==> config.mk <==
export PLATFORM = sky130hd
export DESIGN_NAME = dnctr_timer
export DESIGN_NICKNAME = d
export VERILOG_FILES = /design/src/rtl/dnctr_timer.sv
export SDC_FILE = /design/constraint.sdc
export NUM_CORES = 1
export LEC_CHECK = 0
export BUFFER_PORTS_ARGS = -buffer_cell sky130_fd_sc_hd__buf_2
export CORE_AREA = 2 2 39 41
export DETAILED_ROUTE_END_ITERATION = 8
export DIE_AREA = 0 0 41 43
export PLACE_DENSITY = 0.67
export SLEW_MARGIN = 30
export SYNTH_ARGS = -nofsm -noshare
export SYNTH_HDL_FRONTEND = slang
export SYNTH_SLANG_ARGS = --single-unit
==> constraint.sdc <==
create_clock -name clk -period 1.9 [get_ports clk]
set_input_delay 0.57 -clock clk [delete_from_list [all_inputs] [get_ports clk]]
set_output_delay 0.57 -clock clk [all_outputs]
set_load 0.03 [all_outputs]
==> src/rtl/dnctr_timer.sv <==
// Loadable down-counting timer: a clk/DIV prescaler generates ticks; each tick
// decrements cnt toward 0, then either wraps back to L or parks in DONE.
module dnctr_timer #(
    parameter int unsigned W      = 3,
    parameter int unsigned L      = (2 ** W) - 1,
    parameter int unsigned DIV    = 4,
    parameter bit          RELOAD = 1'b1
) (
    input  logic         clk,
    input  logic         reset,
    input  logic         load,
    input  logic [W-1:0] load_val,
    input  logic         start,
    input  logic         pause,
    output logic [W-1:0] cnt,
    output logic         running,
    output logic         tick,
    output logic         expired
);

    localparam int unsigned    PW       = (DIV > 1) ? $clog2(DIV) : 1;
    localparam logic [W-1:0]  CNT_MAX  = W'(L);
    localparam logic [PW-1:0] PSC_LAST = PW'(DIV - 1);

    typedef enum logic [1:0] {
        IDLE   = 2'd0,
        RUN    = 2'd1,
        PAUSED = 2'd2,
        DONE   = 2'd3
    } state_t;

    state_t        state;
    state_t        state_n;
    logic [PW-1:0] psc;
    logic [PW-1:0] psc_n;
    logic [W-1:0]  cnt_n;
    logic          tick_n;
    logic          expired_n;
    logic          go;
    logic          hold;

    // start and pause together cancel each other out
    assign go   = start & ~pause;
    assign hold = pause & ~start;

    // Next-state and next-count decode; load outranks tick, tick outranks start/pause
    always_comb begin
        state_n   = state;
        cnt_n     = cnt;
        psc_n     = psc;
        tick_n    = 1'b0;
        expired_n = 1'b0;
        if (load) begin
            cnt_n = (load_val > CNT_MAX) ? CNT_MAX : load_val;
            psc_n = '0;
            if (state == DONE) begin
                state_n = IDLE;
            end
            // DONE has already been demoted to IDLE, so start resumes with the loaded value
            if (go && (state != RUN)) begin
                state_n = RUN;
            end else if (hold && (state == RUN)) begin
                state_n = PAUSED;
            end
        end else begin
            case (state)
                IDLE, PAUSED: begin
                    if (go) begin
                        state_n = RUN;
                    end
                end
                DONE: begin
                    if (go) begin
                        state_n = RUN;
                        cnt_n   = CNT_MAX;
                        psc_n   = '0;
                    end
                end
                RUN: begin
                    if (psc == PSC_LAST) begin
                        psc_n  = '0;
                        tick_n = 1'b1;
                        if (cnt != '0) begin
                            cnt_n = cnt - W'(1);
                        end else begin
                            expired_n = 1'b1;
                            if (RELOAD) begin
                                cnt_n = CNT_MAX;
                            end else begin
                                state_n = DONE;
                            end
                        end
                        if (hold && (state_n == RUN)) begin
                            state_n = PAUSED;
                        end
                    end else if (hold) begin
                        state_n = PAUSED;
                    end else begin
                        psc_n = psc + PW'(1);
                    end
                end
                default: begin
                    state_n = IDLE;
                end
            endcase
        end
    end

    // State, count, prescaler and registered status outputs
    always_ff @(posedge clk) begin
        if (reset) begin
            state   <= IDLE;
            cnt     <= CNT_MAX;
            psc     <= '0;
            running <= 1'b0;
            tick    <= 1'b0;
            expired <= 1'b0;
        end else begin
            state   <= state_n;
            cnt     <= cnt_n;
            psc     <= psc_n;
            running <= (state_n == RUN);
            tick    <= tick_n;
            expired <= expired_n;
        end
    end

endmodule

==> flow_metrics.env <==
export IMPL_use_met3_pct=3.14
export IMPL_syn_instance_count=59
export IMPL_io_buffers=13
export IMPL_drtAntennaViolNets=0
export IMPL_synth_top_cell_area_share_pct=39.4
export IMPL_async_flop_share_pct=0
export IMPL_cp_max_fo=4
export IMPL_setup_violations=0
export IMPL_switching_power_mw=0.131
export IMPL_crit_family="flip-flops"
export IMPL_synth_top_area_cell="dfxtp_1"
export IMPL_grt_pass1_vias=375
export IMPL_worstMarginPinSlew_ns=0.362
export IMPL_p_int_mw=0.358
export IMPL_crit_chain="buf_2"
export IMPL_nets=86
export IMPL_worstPathArrival_ns=0.87
export IMPL_path_buf_inv=1
export IMPL_min_period_ns=1.44
export IMPL_post_cts_buffers=0
export IMPL_viasPerCell=4.74
export IMPL_min_period_over_period_pct=75.8
export IMPL_yosysWarnings=0
export IMPL_use_met2_pct=16.6
export IMPL_area_delta_synth_final_pct=20.7
export IMPL_synth_distinct_cells=21
export IMPL_tns_ns=0
export IMPL_seqPwrFrac_pct=46.1
export IMPL_syn_area_um2=508
export IMPL_finClkSkew_ns=0.00612
export IMPL_met1_usage_pct=18.1
export IMPL_die_width_um=41
export IMPL_min_path_type="reg2reg"
export IMPL_fin_ws_ns=0.460
export IMPL_dp_hpwl_um=723
export IMPL_grt_max_degree=11
export IMPL_dp_slack_ns=0.407
export IMPL_leakagePower_nw=0.285
export IMPL_endpoint_kind="output pin"
export IMPL_boundaryPins=14
export IMPL_h_tree_depth=1
export IMPL_wl_per_cell_um=10.6
export IMPL_critPathLaunchType="flop"
export IMPL_rows=14
export IMPL_antenna_found_initial=0
export IMPL_gr_total_overflow=0
export IMPL_diodes=0
export IMPL_clkPwrFrac_pct=40.2
export IMPL_power_switching_share_pct=26.8
export IMPL_synth_edff_count=0
export IMPL_fillers=144
export IMPL_grt_usage_pct=13.3
export IMPL_synth_most_common_cell="a21oi_1"
export IMPL_seq_area_frac_synth_pct=39.4
export IMPL_grt_first_pass_wirelength_um=1540
export IMPL_report_final_slew_viol_count=0
export IMPL_numCtsBuffers=3
export IMPL_startpoint="cnt[0]$_SDFFE_PP1P_"
export IMPL_insertion_delay_ns=0.27
export IMPL_postSynthAreaPerCell_um2=8.61
export IMPL_status="finished, final reports clean"
export IMPL_hold_viol=0
export IMPL_cts_clk_slew_worst_paths_ns=0.08
export IMPL_ys_ff_latch=10
export IMPL_cts_hold_buffers_added=0
export IMPL_synth_ff_type="dfxtp_1"
export IMPL_clockBufferDepth=2
export IMPL_cts_sinks=10
export IMPL_max_freq_mhz=695
export IMPL_cap_violations=0
export IMPL_slew_headroom_pct=75.8
export IMPL_postCtsResizedCells=0
export IMPL_drt_iter0_drc=2
export IMPL_top_usage_layer="met1"
export IMPL_cts_tree="done"
export IMPL_min_delay_start="cnt[1]$_SDFFE_PP1P_"
export IMPL_path_class="reg2out"
export IMPL_r2r_start="psc[0]$_SDFFE_PP0P_"
export IMPL_die_area_um2=1760
export IMPL_final_layout_size_suffix_gt1_share_pct=28.4
export IMPL_combPwrFrac_pct=13.8
export IMPL_drc_errors=0
export IMPL_cp_slowest_stage_delay_ns=0.38
export IMPL_routabilityCongestion=0.746
export IMPL_vias=427
export IMPL_core_area_um2=1380
export IMPL_synth_net_count=70
export IMPL_synth_common_cells="12 x a21oi_1, 10 x dfxtp_1, 6 x inv_1"
export IMPL_rsz0062_at_grt="false"
export IMPL_fp_dieH_um=43
export IMPL_wirelength_um=956
export IMPL_peakVddDrop_uv=442
export IMPL_synth_area_leaders="dfxtp_1 39%, a21oi_1 12%, ha_1 7.4%"
export IMPL_slowest_stage="dfxtp_1"
export IMPL_cts_root_buf="clkbuf_4"
export IMPL_crit_required_ns=1.33
export IMPL_p_per_area_nw_per_um2=798
export IMPL_initial_core_util_pct=36.7
export IMPL_firstDrtPassIters=4
==> path summary, 6_finish.rpt <==
| kind | end | slack [ns] | depth (start not counted) |
|---|---|---|---|
| setup reg to reg | psc[1]$_SDFFE_PP0P_ | 0.56 | 5 |
| hold reg to reg | cnt[1]$_SDFFE_PP1P_ | 0.52 | 2 |
| setup / recovery | cnt[0] | 0.46 | 1 |
| hold / removal | cnt[1]$_SDFFE_PP1P_ | 0.52 | 2 |
==> flip-flops by register name (all words and copies together) (netlist names) <==
register / cells
psc: 2
expired: 1
state: 2
tick: 1
running: 1
cnt: 3
==> layout make-up <==
type / instances / area, µm² / area share, %
clock buffers: 4 / 36.3 / 5.92
inverters: 6 / 22.5 / 3.67
multi-input cells: 41 / 269 / 43.9
flip-flops and latches: 10 / 200 / 32.7
well taps: 16 / 20.0 / 3.27
repair buffers: 13 / 65.1 / 10.6
==> cell usage in the layout, fill, tap and decap left out <==
master,netlist,final
o211ai_1,3,3
o21ai_1,3,3
nand2b_1,1,1
nor2_1,2,2
dfxtp_1,10,10
and4b_1,1,1
ha_1,3,3
and3_2,2,2
inv_1,6,6
clkbuf_8,0,1
o21ai_0,1,1
o31ai_1,2,2
a21oi_1,12,12
nand3_1,2,2
a2111oi_0,1,1
a211oi_4,1,1
a31oi_1,1,1
clkbuf_4,0,3
buf_2,1,13
nor2b_2,1,1
and2_1,1,1
nand2_1,4,4
==> routing by layer <==
metal,wire length (µm),part of all wire [%]
met5,0,0
met1,501,52
met4,15,1.6
met2,411,43
met3,27,2.8
==> power groups by stage <==
stage	Clock (mW)	Sequential, mW	Combinational [mW]
after detailed placement	0	0.231	0.0677
after CTS	0.201	0.226	0.0677
after floorplan	0	0.241	0.0369
after global placement	0	0.230	0.0670
after global routing	0.206	0.227	0.0751
final	0.197	0.225	0.0674
==> metrics by stage <==
stage	instances	hold slack (ns)	cell area, µm²	power [mW]	utilization [%]
after CTS	90	0.517	613	0.494	44.3
after detailed placement	86	0.494	577	0.298	41.7
after global routing	90	0.534	613	0.508	44.3
final	90	0.518	613	0.489	44.3
after floorplan	59	0.475	508	0.278	-
after global placement	86	0.491	577	0.297	41.7
==> logic make-up (layout without fill, tap and decap cells) <==
kind of cell / Yosys count / after routing / synth area share [%]
flops: 10 / 10 / 39.4
simple gates: 14 / 14 / 15.5
compound gates: 24 / 24 / 30.0
buf+inv: 8 / 23 / 7.63
fa+ha+maj: 3 / 3 / 7.39
(Power assumes the default switching activity.)
